==> src/rtl/uart_rx_param.sv <==
// UART receiver: 2-flop sync, 3-sample majority vote per bit, FWFT status FIFO.
// Entry visible two cycles after the final stop vote; no line backpressure, a full FIFO drops the frame and sets overrun.
module uart_rx_param #(
  parameter int FIFO_DEPTH = 16,
  parameter int DIV_W      = 16
) (
  input  logic                          mclk,
  input  logic                          reset,
  input  logic [DIV_W-1:0]              baudrate,
  input  logic [1:0]                    data_len,
  input  logic [1:0]                    parity_sel,
  input  logic                          stop_sel,
  input  logic                          rxd,
  input  logic                          ren,
  input  logic                          ovr_clr,
  output logic [7:0]                    rdata,
  output logic                          rframe_err,
  output logic                          rparity_err,
  output logic                          rbreak,
  output logic                          rvalid,
  output logic                          overrun,
  output logic [$clog2(FIFO_DEPTH):0]   level
);

  localparam int AW = $clog2(FIFO_DEPTH);
  localparam logic [AW:0]      DEPTH_L = (AW+1)'(FIFO_DEPTH);
  localparam logic [DIV_W-1:0] ONE     = DIV_W'(1);

  typedef enum logic [2:0] {IDLE, START, DATA, PARITY, STOP, BRK_WAIT} state_t;

  state_t state, state_nxt;

  logic             sync1, sync2, rx_prev, rx_s;
  logic [DIV_W-1:0] baud_q, cnt, mid;
  logic [1:0]       dlen_q, par_q;
  logic             stop_q;
  logic             samp_a, samp_b, vote;
  logic             at_m1, at_mid, at_p1, wrap;
  logic [3:0]       bit_cnt, nbits;
  logic             stop_idx, last_stop;
  logic [7:0]       shreg;
  logic             par_acc, seen_one, stop_bad;
  logic             par_en, brk_det;

  logic             frame_end;
  logic [7:0]       ent_data;
  logic             ent_fe, ent_pe, ent_brk;
  logic             push_pend;
  logic [10:0]      ent_q;

  always_ff @(posedge mclk or negedge reset) begin
    if (!reset) begin
      sync1   <= 1'b1;
      sync2   <= 1'b1;
      rx_prev <= 1'b1;
    end else begin
      sync1   <= rxd;
      sync2   <= sync1;
      rx_prev <= sync2;
    end
  end

  assign rx_s      = sync2;
  assign mid       = baud_q >> 1;
  assign at_m1     = (cnt == mid - ONE);
  assign at_mid    = (cnt == mid);
  assign at_p1     = (cnt == mid + ONE);
  assign wrap      = (cnt == baud_q);
  assign vote      = (samp_a & samp_b) | (samp_a & rx_s) | (samp_b & rx_s);
  assign nbits     = {2'b00, dlen_q} + 4'd5;
  assign last_stop = (stop_idx == stop_q);
  assign par_en    = par_q[0] ^ par_q[1];
  assign brk_det   = ~seen_one & ~vote;

  always_ff @(posedge mclk or negedge reset) begin
    if (!reset) state <= IDLE;
    else        state <= state_nxt;
  end

  always_comb begin
    state_nxt = state;
    unique case (state)
      IDLE:     if (rx_prev && !rx_s) state_nxt = START;
      START:    if (at_p1 && vote) state_nxt = IDLE;
                else if (wrap) state_nxt = DATA;
      DATA:     if (wrap && bit_cnt == nbits) state_nxt = par_en ? PARITY : STOP;
      PARITY:   if (wrap) state_nxt = STOP;
      STOP:     if (at_p1 && last_stop) state_nxt = brk_det ? BRK_WAIT : IDLE;
      BRK_WAIT: if (rx_s && wrap) state_nxt = IDLE;
      default:  state_nxt = IDLE;
    endcase
  end

  // Entry is formed on the last stop vote; break overrides data and flags.
  always_comb begin
    frame_end = (state == STOP) && at_p1 && last_stop;
    ent_brk   = brk_det;
    ent_fe    = brk_det | stop_bad | ~vote;
    ent_pe    = par_en & ~brk_det & (par_acc ^ par_q[1]);
    ent_data  = brk_det ? 8'h00 : (shreg >> (2'd3 - dlen_q));
  end

  always_ff @(posedge mclk or negedge reset) begin
    if (!reset) begin
      baud_q    <= '0;
      dlen_q    <= '0;
      par_q     <= '0;
      stop_q    <= 1'b0;
      cnt       <= '0;
      samp_a    <= 1'b1;
      samp_b    <= 1'b1;
      bit_cnt   <= '0;
      stop_idx  <= 1'b0;
      shreg     <= '0;
      par_acc   <= 1'b0;
      seen_one  <= 1'b0;
      stop_bad  <= 1'b0;
      push_pend <= 1'b0;
      ent_q     <= '0;
    end else begin
      push_pend <= frame_end;
      if (frame_end) ent_q <= {ent_data, ent_fe, ent_pe, ent_brk};

      if (state == IDLE) begin
        baud_q <= baudrate;
        dlen_q <= data_len;
        par_q  <= parity_sel;
        stop_q <= stop_sel;
      end

      if (state == IDLE || state_nxt != state) cnt <= '0;
      else if (state == BRK_WAIT && !rx_s)    cnt <= '0;
      else if (wrap)                          cnt <= '0;
      else                                    cnt <= cnt + ONE;

      if (at_m1)  samp_a <= rx_s;
      if (at_mid) samp_b <= rx_s;

      unique case (state)
        IDLE: begin
          bit_cnt  <= '0;
          stop_idx <= 1'b0;
          shreg    <= '0;
          par_acc  <= 1'b0;
          seen_one <= 1'b0;
          stop_bad <= 1'b0;
        end
        DATA: if (at_p1) begin
          shreg    <= {vote, shreg[7:1]};
          par_acc  <= par_acc ^ vote;
          seen_one <= seen_one | vote;
          bit_cnt  <= bit_cnt + 4'd1;
        end
        PARITY: if (at_p1) begin
          par_acc  <= par_acc ^ vote;
          seen_one <= seen_one | vote;
        end
        STOP: begin
          if (at_p1) begin
            stop_bad <= stop_bad | ~vote;
            seen_one <= seen_one | vote;
          end
          if (wrap) stop_idx <= 1'b1;
        end
        default: ;
      endcase
    end
  end

  logic [10:0]   mem [FIFO_DEPTH];
  logic [AW-1:0] wr_ptr, rd_ptr;
  logic          full, pop, wr_en, ovr_set;

  assign rvalid  = (level != '0);
  assign full    = (level == DEPTH_L);
  assign pop     = ren & rvalid;
  assign wr_en   = push_pend & (~full | pop);
  assign ovr_set = push_pend & full & ~pop;

  always_ff @(posedge mclk) begin
    if (wr_en) mem[wr_ptr] <= ent_q;
  end

  always_ff @(posedge mclk or negedge reset) begin
    if (!reset) begin
      wr_ptr  <= '0;
      rd_ptr  <= '0;
      level   <= '0;
      overrun <= 1'b0;
    end else begin
      if (wr_en) wr_ptr <= wr_ptr + AW'(1);
      if (pop)   rd_ptr <= rd_ptr + AW'(1);
      if (wr_en && !pop)      level <= level + (AW+1)'(1);
      else if (pop && !wr_en) level <= level - (AW+1)'(1);
      if (ovr_set)      overrun <= 1'b1;
      else if (ovr_clr) overrun <= 1'b0;
    end
  end

  assign {rdata, rframe_err, rparity_err, rbreak} = rvalid ? mem[rd_ptr] : 11'd0;

endmodule

==> config.mk <==
export PLATFORM = sky130hd
export DESIGN_NAME = uart_rx_param
export DESIGN_NICKNAME = d
export VERILOG_FILES = /design/src/rtl/uart_rx_param.sv
export SDC_FILE = /design/constraint.sdc
export NUM_CORES = 1
export LEC_CHECK = 0
export ABC_CLOCK_PERIOD_IN_PS = 4000
export CAP_MARGIN = 20
export CORE_UTILIZATION = 60
export CTS_BUF_LIST = sky130_fd_sc_hd__clkbuf_4 sky130_fd_sc_hd__clkbuf_8 sky130_fd_sc_hd__clkbuf_16
export DETAILED_ROUTE_END_ITERATION = 12
export DONT_BUFFER_PORTS = 1
export PLACE_DENSITY = 0.75
export SLEW_MARGIN = 20
export SYNTH_ARGS = -nofsm -noshare
export SYNTH_HDL_FRONTEND = slang
export SYNTH_SLANG_ARGS = --single-unit
==> constraint.sdc <==
create_clock -name mclk -period 4 [get_ports mclk]
set_clock_uncertainty 0.1 [all_clocks]
set_input_delay 0.6 -clock mclk [delete_from_list [all_inputs] [get_ports mclk]]
set_output_delay 0.6 -clock mclk [all_outputs]
set_load 0.01 [all_outputs]
### Word-level counts from Yosys, hierarchy flattened

Memory sizes are Yosys's and may differ from the RTL's.
Index checks and enable logic that the tools add are counted.

* register bits: 87
* RAM bits: 176
* memories: 1

Memories
* mem: words 16, width 11, read ports 1, clocked after Yosys merged registers in 0, wr ports 1, RTL line 170 `logic [10:0] mem [FIFO_DEPTH];`

* equality and inequality tests: 18
* multiplexer cells: 33
* shift operators: 1
* bitwise operators: 25
* $add $sub $neg: 10
* reductions and logical operators: 29

Operators by type and width (number)
* $eq A16 B16 Y1: 3
* $mux W16: 3
* $mux W3: 9
* $pmux W3 S6: 1
* $add A15 B1 Y16 const B: 1
* $add A16 B1 Y16 const B: 1
* $eq A16 B15 Y1: 1
* $mux W8: 2
* $pmux W8 S2: 1
* $sub A15 B1 Y16 const B: 1
* $add A4 B1 Y4 const B: 3
* $reduce_bool A2 Y1: 6
* $mux W11: 1
* $and A1 B1 Y1: 10
* $logic_and A1 B1 Y1: 10
* $mux W5: 2
* $reduce_and A2 Y1: 5
* $mux W1: 8
* $pmux W1 S2: 4
* $pmux W4 S2: 1
* $shr A8 B2 Y8: 1
* $or A1 B1 Y1: 7
* $eq A3 B2 Y1 const B: 2
* $eq A3 B3 Y1 const B: 2
* 20 further kinds: 31

### Logic depth before layout (Yosys ltp)

* depth in word-level cells: 11
* gate-level depth with buffers: 12

### Least setup slack after synthesis

No wires, ideal clock.

* kind: reg2out
* start: reg rd_ptr[0]
* end: out rbreak
* data required time: 3.300 ns
* setup slack: 0.981 ns
* path buffers: 2
* data arrival time: 2.319 ns
* stages on the path, launching flop included: 6
* cell sequence: dfrtp_1 buf_2 buf_1 mux4_2 mux4_2 and2_1

* longest elaborated chain between the ends: 2

Ends and longest elaborated chain
* start: declaration: RTL line 171 `logic [AW-1:0] wr_ptr, rd_ptr;`
* start signal: assignment: RTL line 192 `if (pop) rd_ptr <= rd_ptr + AW'(1);`
* $mem_v2 Z16 W11
* $mux W11: RTL line 200 `assign {rdata, rframe_err, rparity_err, rbreak} = rvalid ? mem[rd_ptr] : 11'd0;`
* end: declaration: RTL line 19 `output logic rbreak,`

No other way between the ends.

### Final worst setup path

* start: reg rd_ptr[0]
* end: out rdata[1]

* longest elaborated chain between the ends: 2

Ends and longest elaborated chain
* $mem_v2 Z16 W11
* $mux W11: RTL line 200
* end: declaration: RTL line 16 `output logic [7:0] rdata,`

No other way between the ends.

==> impl_metrics.ini <==
[outcome]
status = complete, no violations

[die]
core_area_sq_mm = 0.01978
die_h_microns = 145.1
die_w_microns = 145.1
row_count = 51
initial_utilization_pct = 62.07
ioPinCount = 44
dieArea_sq_mm = 0.02104

[drt]
vias_per_cell = 6.193
drc = 0
vias = 6967
dr.pass1.iters = 6
routed_wl_mm = 25.57
antenna_left = 0
drtIter0Drc = 504
wl_per_cell_microns = 22.73

[worst_setup_path]
critPathLaunchType = flop
worst-path-max-fanout = 18
cp-end-kind = output port
slowest_delay_ps = 780
slowest_stage = dfrtp_2
critPathTopFamily = multiplexers
worstPathCellList = buf_12, mux4_2, mux4_2, and2_1
cp_data_arrival_time_ps = 2890
required_ps = 3300
crit_buf_inv = 1
worstSetupPathType = reg -> out
crit_top_cell = mux4_2

[power]
clkPwrFrac_pct = 36.7
p_sw_mw = 2.008
peakVddDrop_mv = 0.5448
switching_share_pct = 28.56
p_int_mw = 5.022
pwr-share-seq_pct = 48.1
p_leak_nw = 4.780
finalPower_mw = 7.030
pwr-share-comb_pct = 15.2
p_per_area_mw_per_mm2 = 523.5

[yosys]
synth_commonest_cells = edfxtp_1 (176), dfrtp_1 (82), nand2_1 (74)
synth_top_area_share_pct = 43.04
ys_seq_area_share_pct = 60.82
synth_edf_count = 176
synth_fp_nets = 892
ys_seq_elements = 263
yosysWarnings = 0
postSynthCellCount = 851
synthTopCellsByArea = edfxtp_1 (43%), dfrtp_1 (17%), mux4_2 (11%)
ys_types = 59
async_reset_ff_share_pct = 33.08
yosys.area.top_type = edfxtp_1
post-synth-top-count-cell = edfxtp_1
ys.flop_type = edfxtp_1
avgSynthCellArea_sq_um = 14.43
syn_area_sq_mm = 0.01228

[cells_and_area]
drive_gt1_share_pct = 19.53
area_growth_pct = 9.354
nNetsFinal = 880
n_antenna_cell = 0

[sta]
rsz0062_at_grt = false
period_minus_slack_ps = 3585
final_hold_viol_count = 0
worstMarginPinSlew_ps = 862.9
finalSetupViolCount = 0
post-route-period-util_pct = 89.63
holdWs_ps = 69.34
max_slew_margin_pct = 42.48
slew_violations = 0
finalSetupTns_ps = 0
fmax_mhz = 278.9

[min_path]
worst_hold_path_type = in -> reg

[global_routing]
grt_overflow = 0
antenna_found_initial = 0
grt_max_degree = 88
grt_pass1_vias = 7141
grt_pass1_wl_mm = 40.76
track_usage_pct = 25.26

[clocking]
cts_resized = 0
worstSkewPairLatency_ps = 540
root_buffer = clkbuf_16
cts_buffers = 27
path_clk_slew_ps = 60
clock_sinks = 263
cts_buffer_depth = 3
htree_levels = 1
cts_tree = yes
postCtsSetupRepairBufs = 0

[placed_design]
numPortBuffers = 0
gp_congestion = 0.9243
dp_hpwl_mm = 16.97

[job]
drv_cap = 0
==> timing repair <==
item	4_1_cts	5_1_grt
setup endpoints to repair	0	0
hold buffers	3	0
hold endpoints to repair	88	0
==> cell type report <==
cell class                      count  area [sq um]
Inverter                           15         56.30
Tap cell                          265         331.6
Clock inverter                     19         216.5
Timing Repair Buffer                9         130.1
Multi-Input combinational cell    523          4517
Clock buffer                       31         705.7
Sequential cell                   263          7471
Fill cell                        1375          6354
==> cells in the final DEF (no fill, tap or decap), types with 4 or more instances in the layout <==
| master | instances |
|---|---|
| or2_2 | 4 |
| nor2_1 | 33 |
| a31oi_1 | 5 |
| clkbuf_4 | 4 |
| mux2_2 | 23 |
| mux4_2 | 59 |
| bufinv_16 | 4 |
| clkinv_1 | 6 |
| a21oi_2 | 10 |
| nand4_1 | 17 |
| clkbuf_16 | 27 |
| nand3b_1 | 4 |
| nor2b_1 | 7 |
| o211ai_1 | 8 |
| o21ai_0 | 38 |
| nor4_4 | 4 |
| nor3_1 | 13 |
| xnor2_1 | 39 |
| and3_1 | 11 |
| nor3b_1 | 5 |
| nand2b_1 | 5 |
| ha_1 | 14 |
| nand2_1 | 74 |
| dfrtp_1 | 80 |
| inv_1 | 14 |
| edfxtp_1 | 176 |
| dfstp_2 | 5 |
| o22ai_1 | 4 |
| a21oi_1 | 14 |
| clkinv_2 | 4 |
| nand3_1 | 20 |
| and2_1 | 31 |
| xor2_1 | 41 |
==> per-layer routing <==
layer | track usage [%] | vias to the layer above | part of all wire (%)
li1 | - | 3168 | -
met1 | 32.87 | 3568 | 40
met2 | 44.93 | 194 | 53
met3 | 3.679 | 37 | 5.1
met4 | 5.947 | 0 | 1.7
met5 | 0 | - | 0
==> power groups by stage <==
stage | clock network [mW] | registers (mW) | logic (mW)
after floorplan | 0 | 3.14 | 1.13
after global placement | 0 | 3.43 | 1.02
after detailed placement | 0 | 3.44 | 1.04
after CTS | 2.61 | 3.38 | 1.07
final | 2.58 | 3.38 | 1.07
after global routing | 2.72 | 3.42 | 1.17
==> final timing paths <==
kind                           start       end  slack (ps)  cells after the start
max                        rd_ptr[0]  rdata[1]         410                      4
min                          ovr_clr   overrun          70                      1
max reg2reg                baud_q[2]    cnt[1]         490                      9
min reg2reg                    sync1      rx_s         260                      0
max in group asynchronous      reset    samp_b        2830                      2
min in group asynchronous      reset    cnt[6]         570                      2
==> sequential cells by signal (all words and copies together) (netlist names), 2 cells and up <==
signal / cells
baud_q: 16
bit_cnt: 4
shreg: 8
level: 5
par_q: 2
dlen_q: 2
rd_ptr: 4
cnt: 16
wr_ptr: 4
ent_q: 11
mem: 176
state: 3
==> metrics by stage <==
stage / setup slack (ps) / util (%) / cell area, sq um / cells
after global placement: 665.0 / 62.95 / 12450 / 1072
final: 414.7 / 67.88 / 13430 / 1125
after CTS: 345.3 / 67.88 / 13430 / 1125
after floorplan: 981.2 / - / 12280 / 851
after global routing: 247.2 / 67.88 / 13430 / 1125
after detailed placement: 515.1 / 62.98 / 12460 / 1072
==> cell families (layout without fill, tap and decap cells) <==
family	count (synthesis)	after routing	share of synthesized area, %
flip-flops	263	263	60.82
AND/OR/NAND/NOR	250	250	11.33
AO/OA/AOI/OAI	92	92	4.809
multiplexers	85	85	13.18
XOR/XNOR	80	80	5.706
buffers and inverters	65	74	2.486
adder cells (fa/ha/maj)	16	16	1.671
Power figures use the tool's default switching activity.
